**src/rtl/bru_pkg.sv**
```systemverilog
// Branch resolve unit shared types.
// Jump kinds, funct3 branch codes and shadow FSM states.
package bru_pkg;

  typedef enum logic [1:0] {
    J_NONE = 2'b00,
    J_JAL  = 2'b01,
    J_JALR = 2'b10
  } jump_e;

  typedef enum logic [2:0] {
    BR_BEQ  = 3'b000,
    BR_BNE  = 3'b001,
    BR_BLT  = 3'b100,
    BR_BGE  = 3'b101,
    BR_BLTU = 3'b110,
    BR_BGEU = 3'b111
  } br_type_e;

  typedef enum logic {
    SH_IDLE,
    SH_SHADOW
  } shadow_state_e;

  localparam int unsigned PC_STEP = 4;

endpackage

```
**src/rtl/bru_lane_eval.sv**
```systemverilog
// Single-lane branch/jump evaluation.
// Outcome, target, mispredict flag and corrected fetch PC.
module bru_lane_eval
  import bru_pkg::*;
#(
  parameter int XLEN = 32
) (
  input  logic [1:0]      jump,
  input  logic            branch,
  input  logic [2:0]      br_type,
  input  logic [XLEN-1:0] src_a,
  input  logic [XLEN-1:0] src_b,
  input  logic [XLEN-1:0] pc,
  input  logic [XLEN-1:0] imm,
  input  logic            pred_taken,
  input  logic [XLEN-1:0] pred_target,
  output logic            resolved,
  output logic            taken,
  output logic [XLEN-1:0] target,
  output logic            mispredict,
  output logic [XLEN-1:0] correct_pc
);

  logic            is_jal;
  logic            is_jalr;
  logic            is_br;
  logic            cond;
  logic [XLEN-1:0] jalr_sum;

  assign is_jal   = jump == J_JAL;
  assign is_jalr  = jump == J_JALR;
  assign is_br    = branch & ~is_jal & ~is_jalr;
  assign jalr_sum = src_a + imm;
  assign resolved = is_jal | is_jalr | branch;

  always_comb begin
    cond = 1'b0;
    case (br_type)
      BR_BEQ:  cond = src_a == src_b;
      BR_BNE:  cond = src_a != src_b;
      BR_BLT:  cond = $signed(src_a) < $signed(src_b);
      BR_BGE:  cond = $signed(src_a) >= $signed(src_b);
      BR_BLTU: cond = src_a < src_b;
      BR_BGEU: cond = src_a >= src_b;
      default: cond = 1'b0;
    endcase
  end

  always_comb begin
    taken  = 1'b0;
    target = pc + imm;
    unique case (1'b1)
      is_jalr: begin
        taken  = 1'b1;
        target = {jalr_sum[XLEN-1:1], 1'b0};
      end
      is_jal:  taken = 1'b1;
      is_br:   taken = cond;
      default: ;
    endcase
  end

  assign mispredict = resolved &
    ((taken != pred_taken) |
     (taken & pred_taken & (target != pred_target)));

  assign correct_pc = taken ? target : pc + XLEN'(PC_STEP);

endmodule

```
**src/rtl/branch_resolve_unit.sv**
```systemverilog
// Multi-lane branch resolution: oldest-mispredict select,
// registered redirect/update outputs, shadow FSM, perf counters.
module branch_resolve_unit
  import bru_pkg::*;
#(
  parameter int LANES         = 2,
  parameter int XLEN          = 32,
  parameter int SHADOW_CYCLES = 2,
  parameter int CNT_W         = 32
) (
  input  logic                  clk,
  input  logic                  rst,
  input  logic                  stall_i,
  input  logic                  flush_i,
  input  logic [LANES-1:0]      valid_i,
  input  logic [LANES*2-1:0]    jump_i,
  input  logic [LANES-1:0]      branch_i,
  input  logic [LANES*3-1:0]    branch_type_i,
  input  logic [LANES*XLEN-1:0] src_a_i,
  input  logic [LANES*XLEN-1:0] src_b_i,
  input  logic [LANES*XLEN-1:0] pc_i,
  input  logic [LANES*XLEN-1:0] imm_i,
  input  logic [LANES-1:0]      pred_taken_i,
  input  logic [LANES*XLEN-1:0] pred_target_i,
  output logic                  redirect_o,
  output logic [XLEN-1:0]       redirect_pc_o,
  output logic [LANES-1:0]      kill_mask_o,
  output logic [LANES-1:0]      upd_valid_o,
  output logic [LANES*XLEN-1:0] upd_pc_o,
  output logic [LANES-1:0]      upd_taken_o,
  output logic [LANES*XLEN-1:0] upd_target_o,
  output logic                  in_shadow_o,
  output logic [CNT_W-1:0]      br_count_o,
  output logic [CNT_W-1:0]      mp_count_o
);

  localparam int SW = (SHADOW_CYCLES > 0) ? $clog2(SHADOW_CYCLES + 1) : 1;
  localparam int NW = $clog2(LANES + 1);

  logic [LANES-1:0]      res, tkn, mp, live, kill, upd;
  logic [LANES*XLEN-1:0] tgt, cpc, upd_pc_d, upd_tgt_d;
  logic                  found, go, in_shadow;
  logic [XLEN-1:0]       win_pc;
  logic [NW-1:0]         n_res;
  logic [CNT_W:0]        br_sum;
  logic [CNT_W-1:0]      br_d, mp_d;
  shadow_state_e         st_q, st_d;
  logic [SW-1:0]         cnt_q, cnt_d;

  for (genvar i = 0; i < LANES; i++) begin : g_lane
    bru_lane_eval #(.XLEN(XLEN)) u_eval (
      .jump        (jump_i[i*2 +: 2]),
      .branch      (branch_i[i]),
      .br_type     (branch_type_i[i*3 +: 3]),
      .src_a       (src_a_i[i*XLEN +: XLEN]),
      .src_b       (src_b_i[i*XLEN +: XLEN]),
      .pc          (pc_i[i*XLEN +: XLEN]),
      .imm         (imm_i[i*XLEN +: XLEN]),
      .pred_taken  (pred_taken_i[i]),
      .pred_target (pred_target_i[i*XLEN +: XLEN]),
      .resolved    (res[i]),
      .taken       (tkn[i]),
      .target      (tgt[i*XLEN +: XLEN]),
      .mispredict  (mp[i]),
      .correct_pc  (cpc[i*XLEN +: XLEN])
    );
  end

  assign in_shadow   = st_q == SH_SHADOW;
  assign in_shadow_o = in_shadow;
  assign go          = ~stall_i & ~flush_i & ~in_shadow;

  // Oldest mispredicting lane wins; everything younger is squashed.
  always_comb begin
    live      = '0;
    kill      = '0;
    upd       = '0;
    found     = 1'b0;
    win_pc    = '0;
    n_res     = '0;
    upd_pc_d  = '0;
    upd_tgt_d = '0;
    for (int i = 0; i < LANES; i++) begin
      if (found) begin
        kill[i] = 1'b1;
      end else begin
        live[i] = valid_i[i] & go;
        if (live[i] & mp[i]) begin
          found  = 1'b1;
          win_pc = cpc[i*XLEN +: XLEN];
        end
      end
      upd[i] = live[i] & res[i];
      if (upd[i]) begin
        n_res = n_res + NW'(1);
        upd_pc_d[i*XLEN +: XLEN]  = pc_i[i*XLEN +: XLEN];
        upd_tgt_d[i*XLEN +: XLEN] = tgt[i*XLEN +: XLEN];
      end
    end
  end

  assign br_sum = {1'b0, br_count_o} + (CNT_W+1)'(n_res);
  assign br_d   = br_sum[CNT_W] ? '1 : br_sum[CNT_W-1:0];
  assign mp_d   = (found && (mp_count_o != '1)) ?
                  mp_count_o + CNT_W'(1) : mp_count_o;

  always_comb begin
    st_d  = st_q;
    cnt_d = cnt_q;
    if (flush_i) begin
      st_d  = SH_IDLE;
      cnt_d = '0;
    end else if (!stall_i) begin
      unique case (st_q)
        SH_IDLE: begin
          if (found && (SHADOW_CYCLES > 0)) begin
            st_d  = SH_SHADOW;
            cnt_d = SW'(SHADOW_CYCLES);
          end
        end
        SH_SHADOW: begin
          if (cnt_q <= SW'(1)) begin
            st_d  = SH_IDLE;
            cnt_d = '0;
          end else begin
            cnt_d = cnt_q - SW'(1);
          end
        end
        default: ;
      endcase
    end
  end

  always_ff @(posedge clk) begin
    if (rst) begin
      st_q          <= SH_IDLE;
      cnt_q         <= '0;
      redirect_o    <= 1'b0;
      redirect_pc_o <= '0;
      kill_mask_o   <= '0;
      upd_valid_o   <= '0;
      upd_pc_o      <= '0;
      upd_taken_o   <= '0;
      upd_target_o  <= '0;
      br_count_o    <= '0;
      mp_count_o    <= '0;
    end else begin
      st_q          <= st_d;
      cnt_q         <= cnt_d;
      redirect_o    <= found;
      redirect_pc_o <= win_pc;
      kill_mask_o   <= kill;
      upd_valid_o   <= upd;
      upd_pc_o      <= upd_pc_d;
      upd_taken_o   <= upd & tkn;
      upd_target_o  <= upd_tgt_d;
      br_count_o    <= br_d;
      mp_count_o    <= mp_d;
    end
  end

endmodule

```
**config.mk**
```make
export PLATFORM = sky130hd
export DESIGN_NAME = branch_resolve_unit
export DESIGN_NICKNAME = d
export VERILOG_FILES = /design/src/rtl/bru_pkg.sv /design/src/rtl/bru_lane_eval.sv /design/src/rtl/branch_resolve_unit.sv
export SDC_FILE = /design/constraint.sdc
export NUM_CORES = 1
export LEC_CHECK = 0
export ABC_AREA = 0
export BUFFER_PORTS_ARGS = -buffer_cell sky130_fd_sc_hd__clkbuf_2
export CAP_MARGIN = 20
export CORE_ASPECT_RATIO = 0.5
export CORE_UTILIZATION = 50
export DETAILED_ROUTE_END_ITERATION = 6
export GPL_ROUTABILITY_DRIVEN = 1
export PLACE_DENSITY = 0.79
export SLEW_MARGIN = 20
export SYNTH_ARGS = -nofsm -noshare
export SYNTH_HDL_FRONTEND = slang
export SYNTH_SLANG_ARGS = --single-unit
```
**constraint.sdc**
```tcl
create_clock -name clk -period 10.2 [get_ports clk]
set_input_delay 0.51 -clock clk [delete_from_list [all_inputs] [get_ports clk]]
set_output_delay 0.51 -clock clk [all_outputs]
set_load 0.01 [all_outputs]
```
=== After elaboration in Yosys (flattened, before gate mapping) ===
Cells that the tools add are included.

* Reductions and logical operators: 9
* Add/subtract/negate cells: 10
* Bitwise logic cells: 34
* Order comparisons: 9
* Equal/unequal tests: 24
* Mux-type cells: 25

{| class="wikitable"
|+ Operators with widths
! kind !! number
|-
| $mux W32 || 8
|-
| $add A32 B32 Y32 || 4
|-
| $ge A32 B32 Y1 || 4
|-
| $lt A32 B32 Y1 || 4
|-
| $ne A32 B32 Y1 || 4
|-
| $add A32 B3 Y32 const B || 2
|-
| $eq A32 B32 Y1 || 2
|-
| $add A32 B2 Y33 || 1
|-
| $add A32 B1 Y32 const B || 1
|-
| $ne A32 B32 Y1 const B || 1
|-
| $eq A3 B3 Y1 const B || 8
|-
| $and A1 B1 Y1 || 18
|-
| $pmux W1 S6 || 2
|-
| $reduce_or A2 Y1 || 5
|-
| $not A1 Y1 || 9
|-
| $mux W1 || 8
|-
| $eq A3 B1 Y1 const B || 2
|-
| $logic_not A3 Y1 || 2
|-
| $mux W2 || 3
|-
| $or A1 B1 Y1 || 6
|-
| $pmux W1 S2 || 3
|-
| $eq A2 B1 Y1 const B || 2
|-
| $eq A2 B2 Y1 const B || 2
|-
| $pmux W2 S2 || 1
|-
| 8 further kinds || 9
|}

* Input port bits: 340
* Register bits: 234
* Output and inout port bits: 232

=== Longest topological paths before layout ===
* Depth in word-level cells: 16
* Depth in mapped cells: 44
* Mapped depth without buffers: 39

=== Cells and area by module ===
From an unflattened synthesis, not the netlist that was laid out.

* Cells, all modules: 2739
* Area, all modules: 21909.8 µm²

{| class="wikitable"
|+ By module, submodules not included
! module !! instances !! sequential area each (µm²) !! area an instance (µm²) !! cells each
|-
| branch_resolve_unit || 1 || 4664.5 || 7921.3 || 744
|-
| bru_lane_eval (g_lane[1].u_eval) || 1 || 0.0 || 7106.8 || 1046
|-
| bru_lane_eval (g_lane[0].u_eval) || 1 || 0.0 || 6881.6 || 949
|}

=== Worst setup path before layout ===
No wires, ideal clock.

* Path type: input port to flip-flop
* Start: in src_b_i[1]
* End: reg br_count_o[10]
* Setup time: 0.070 ns
* Path buffers: 6
* Data arrival time: 8.870 ns
* Cell stages on the path: 44
* Path slack: 1.260 ns
* Cells stage by stage: inv_1 -> ha_1 -> nor2b_1 -> o21a_1 -> o21a_1 -> o21ai_0 -> a21oi_1 -> or3_1 -> o2111ai_1 -> nand3_1 -> o211ai_1 -> o31ai_1 -> o41ai_1 -> clkbuf_1 -> clkbuf_1 -> ha_1 -> nor3_1 -> o211ai_1 -> [... 8 more ...] -> nor2_1 -> ha_1 -> ha_1 -> inv_1 -> fa_1 -> nor2_1 -> and3_1 -> and2_1 -> nand4_1 -> nor2_1 -> nand2_1 -> nor2_1 -> and2_1 -> nand3_1 -> or2_2 -> clkbuf_1 -> clkbuf_1 -> a21oi_1

* Word-level cells in the longest chain between the ends: 14

{| class="wikitable"
|+ Ends and longest elaborated chain
! item !! line !! text
|-
| start, declared || branch_resolve_unit.sv:20 || <nowiki>input logic [LANES*XLEN-1:0] src_b_i,</nowiki>
|-
| $ge A32 B32 Y1, or another cell as far along || bru_lane_eval.sv:44 || <nowiki>BR_BGEU: cond = src_a >= src_b;</nowiki>
|-
| $pmux W1 S6 * || bru_lane_eval.sv:38 || <nowiki>case (br_type)</nowiki>
|-
| $pmux W1 S2 * || bru_lane_eval.sv:52 || <nowiki>unique case (1'b1)</nowiki>
|-
| $and A1 B1 Y1 (2 in series) || bru_lane_eval.sv:65 || <nowiki>(taken & pred_taken & (target != pred_target)));</nowiki>
|-
| $or A1 B1 Y1 * || bru_lane_eval.sv:64 || <nowiki>((taken != pred_taken) |</nowiki>
|-
| $and A1 B1 Y1 * || bru_lane_eval.sv:63 || <nowiki>assign mispredict = resolved &</nowiki>
|-
| $and A1 B1 Y1 * || branch_resolve_unit.sv:88 || <nowiki>if (live[i] & mp[i]) begin</nowiki>
|-
| $mux W1 * || branch_resolve_unit.sv:88 ||
|-
| $mux W1 * || branch_resolve_unit.sv:84 || <nowiki>if (found) begin</nowiki>
|-
| $and A1 B1 Y1 * || branch_resolve_unit.sv:93 || <nowiki>upd[i] = live[i] & res[i];</nowiki>
|-
| named net upd[1] || branch_resolve_unit.sv:40 || <nowiki>logic [LANES-1:0] res, tkn, mp, live, kill, upd;</nowiki>
|-
| $mux W2 * || branch_resolve_unit.sv:94 || <nowiki>if (upd[i]) begin</nowiki>
|-
| $add A32 B2 Y33 * || branch_resolve_unit.sv:102 || <nowiki>assign br_sum = {1'b0, br_count_o} + (CNT_W+1)'(n_res);</nowiki>
|-
| $mux W32 * || branch_resolve_unit.sv:103 || <nowiki>assign br_d = br_sum[CNT_W] ? '1 : br_sum[CNT_W-1:0];</nowiki>
|-
| end signal, assigned || branch_resolve_unit.sv:157 || <nowiki>br_count_o <= br_d;</nowiki>
|-
| end, declared || branch_resolve_unit.sv:33 || <nowiki>output logic [CNT_W-1:0] br_count_o,</nowiki>
|}

Mark *: on every way through the listed nets, which the timed path passes. The rest lies on a longest branch.
A chain may end at the register's enable or synchronous reset.

=== Worst setup path after layout ===
* Start: in src_a_i[1]
* End: reg br_count_o[1]

* Word-level cells in the longest chain between the ends: 14

{| class="wikitable"
|+ Ends and longest elaborated chain
! item !! line !! text
|-
| start, declared || branch_resolve_unit.sv:19 || <nowiki>input logic [LANES*XLEN-1:0] src_a_i,</nowiki>
|-
| $ge A32 B32 Y1, or another cell as far along || bru_lane_eval.sv:44 ||
|-
| $pmux W1 S6 || bru_lane_eval.sv:38 ||
|-
| $pmux W1 S2 || bru_lane_eval.sv:52 ||
|-
| $and A1 B1 Y1 (2 in series) || bru_lane_eval.sv:65 ||
|-
| $or A1 B1 Y1 * || bru_lane_eval.sv:64 ||
|-
| $and A1 B1 Y1 * || bru_lane_eval.sv:63 ||
|-
| $and A1 B1 Y1 * || branch_resolve_unit.sv:88 ||
|-
| $mux W1 * || branch_resolve_unit.sv:88 ||
|-
| $mux W1 * || branch_resolve_unit.sv:84 ||
|-
| $and A1 B1 Y1 * || branch_resolve_unit.sv:93 ||
|-
| named net upd[1] || branch_resolve_unit.sv:40 ||
|-
| $mux W2 * || branch_resolve_unit.sv:94 ||
|-
| $add A32 B2 Y33 * || branch_resolve_unit.sv:102 ||
|-
| $mux W32 * || branch_resolve_unit.sv:103 ||
|}

Marks and branches as above.

==> impl_results.md <==
* Gr usage total at 35.49%
* Worst slew pin tran at 0.9534 ns
* Min-Delay Path Class: in2reg
* Min Clock Period, post-route at 8.375 ns
* Max incr delay on CP at 0.58 ns
* DIE HEIGHT at 147.0 µm
* WL/cell at 21.18 µm
* Area Growth Syn to Fin at 18.83%
* CTS clk-pin slew, worst paths at 0.08 ns
* PnR worst setup slack at 1.825 ns
* Fill cells at 3782
* Initial DRC count at 2134
* Setup Buffers After CTS at 0
* Final hold violations at 0
* IO buf count at 570
* Fin. max-slew vios at 0
* Syn_area_per_cell at 7.695 µm²
* Top fanout value on the critical path at 28
* First-pass GRT wire length at 119500 µm
* Cts hold-fix bufs at 0
* Max-Cap Viols at 0
* Via-per-instance ratio at 6.052
* GRT Residual Overflow at 0
* Maximum VDD drop at 100.3 µV
* Latest clock arrival within the worst-skew pair at 0.54 ns
* Rel. slew slack at 36.37%
* Endpoint type of the worst setup path: flip-flop
* Detailed-route via count at 22860
* Area leader, netlist: dfxtp_1
* Antenna-violating nets left at 0
* Initial Utilization at 51.35%
* Startpoint Class: input pin
* Initial antenna violation count at 10
* Largest net degree at the start of global routing at 69
* Setup WS pre-CTS at 1.418 ns
* Gate Count Post-Synth at 2731
* Clk sinks at 233
* Fmax at 0.1194 GHz
* Clk buf depth at 3
* Setup TNS at 0 ns
* Final #Nets at 3756
* RSZ-0062 raised after global routing: no
* Sequential fraction of the synthesis area at 22.20%
* TritonCTS buffer count at 22
* Clk_skew at 0.01550 ns
* Min Hold Slack at 0.2157 ns
* Status: complete, no violations
* Reg2reg path depth at 18
* Layout cells sized above 1 at 20.94%
* DRT Pass-1 Iters at 6
* Cell leakage power at 11.46 nW
* Final setup fails at 0
* Seq cells post-synth at 233
* Hold path cells at 2
* Clock Root Buffer: clkbuf_16
* Final Routed Wirelength at 80030 µm
* Cell Pwr Density at 119.9 mW/mm²
* Top post-synthesis cells by area: dfxtp_1 (22%), ha_1 (12%), a21oi_1 (6.0%), xnor2_1 (5.4%), xor2_1 (4.8%)
* Vias in the first global route at 20880
* Critical path class: in2reg
* Crit-path leading delay family: simple AND/OR/NAND/NOR gates
* Rows at 52
* WP buf/inv at 2
* Crit-path slowest cell: o41ai_2
* WP data arrival at 8.84 ns
* Synthesized Nets at 3274
* Syn. warnings at 0
* Tcrit/Tclk final at 82.11%
* Asr flop ratio synth at 0%
* Worst endpoint required time at 10.66 ns
* Die width at 291.9 µm
* Placer congestion estimate at 1.010
* Cell area after synthesis at 0.02101 mm²
* Most used DFF post-synth: dfxtp_1
* DP HPWL at 65100 µm
* Die ar. at 0.04290 mm²
* CP Depth at 38
* Post-CTS Resized at 0
* CTS tree: built
* EDFF count, synth at 0
* CTS H-tree lvls at 1
* Core area at 0.04092 mm²
* Yosys top cell area share at 22.20%
* IO Pins at 572
* Drt drc at 0
* Synth unique cells at 94
==> layout by cell type, fill, tap and decap left out, drive strengths merged, types with 28 or more instances in the layout <==
cell and instances:
xor2 114, ha 198, xnor2 129, nor3 62, inv 115, dfxtp 233, mux2i 68, nand2 222
nand3 76, clkbuf 597, and3 38, nor2 255, a21o 53, and2 89, o21a 29, o21ai 147
or3 30, nand4 74, nor2b 28, a21oi 255
==> worst paths after layout <==
kind | startpoint | end | slack [ns]
max | src_a_i[1] | br_count_o[1] | 1.82
min | pc_i[0] | upd_pc_o[0] | 0.22
min reg2reg | cnt_q[1] | cnt_q[0] | 0.49
max reg2reg | in_shadow_o | br_count_o[1] | 5.18
==> where the power goes <==
part	switching (W)	total, W	leakage [nW]	internal (W)
logic	0.000722	0.00116	9.19	0.000436
registers	0.00000605	0.000932	1.88	0.000926
clock network	0.000385	0.000905	0.388	0.000520
==> final cells by class <==
| class | count | area [µm²] | area share [%] |
|---|---|---|---|
| inverters | 114 | 427.9 | 1.714 |
| repair buffers | 581 | 2935 | 11.75 |
| multi-input cells | 2261 | 15460 | 61.91 |
| diodes | 10 | 25.02 | 0.1002 |
| clock inverters | 11 | 148.9 | 0.5963 |
| flip-flops and latches | 233 | 4664 | 18.68 |
| well taps | 540 | 675.6 | 2.706 |
| clock buffers | 28 | 634.4 | 2.540 |
==> worst register-to-register path: stages (launching register included) <==
cell and delay [ns]:
dfxtp_1 0.36, nor3_1 0.51, nand3_1 0.42, nor2_1 0.44, ha_1 0.20, ha_1 0.16
inv_1 0.06, fa_1 0.40, nor2_1 0.19, and3_1 0.22, and2_1 0.18, nand4_1 0.14
nor2_1 0.24, nand2_1 0.12, nor2_1 0.15, and2_1 0.20, nand3_1 0.18, or2_2 0.57
a21oi_1 0.22
==> logic make-up after synthesis <==
kind of cell	after synthesis	synth area share, %
DFF	233	22.20
adders and majority gates	203	12.27
xor gates and xnor gates	249	10.78
buffers and inverters	237	4.424
and+or+nand+nor	981	23.38
AOI/OAI and AO/OA	742	22.79
muxes	85	4.150
other	1	0.01785
==> cell usage after synthesis, drive strengths merged, types with 9 or more instances <==
library cell  count
a22oi            17
mux2i            68
and4             13
o2111ai           9
o21a             29
nand4            74
nand2           222
a31oi            24
o21ai           147
ha              198
nor3             62
clkbuf           96
a211o            11
xor2            114
a2111oi          11
nor4             14
o31ai            15
a211oi           25
a21o             53
mux2             17
a21oi           255
nor2b            28
or4              12
nor3b            15
nand3            76
and3             38
a22o             20
and2             89
xnor2           129
o211ai           25
or2              12
nand2b           17
inv             113
buf              27
nor2            255
or3              30
dfxtp           233
==> sequential cells by signal, indices dropped and copies added (netlist names) <==
register,cells
cnt_q,2
br_count_o,32
in_shadow_o,1
kill_mask_o,1
redirect_o,1
upd_taken_o,2
upd_pc_o,64
upd_valid_o,2
redirect_pc_o,32
mp_count_o,32
upd_target_o,64
==> metrics by stage <==
stage | util (%) | area (µm²) | cells | power, W
floorplan | - | 21010 | 2731 | 0.001693
global placement | 59.03 | 24160 | 3729 | 0.002064
detailed placement | 59.03 | 24160 | 3729 | 0.002072
CTS | 60.94 | 24940 | 3768 | 0.002971
global route | 61.01 | 24970 | 3777 | 0.003135
finish | 61.02 | 24970 | 3778 | 0.002995
==> per-layer routing <==
metal  GRT usage [%]  vias to the layer above  wire (µm)
li1                -                    10880          -
met5               0                        -         16
met1           46.98                    10740      33220
met3           4.448                      207       6668
met4           15.34                        2       3752
met2           58.23                     1037      36380
Power figures use the tool's default switching activity.
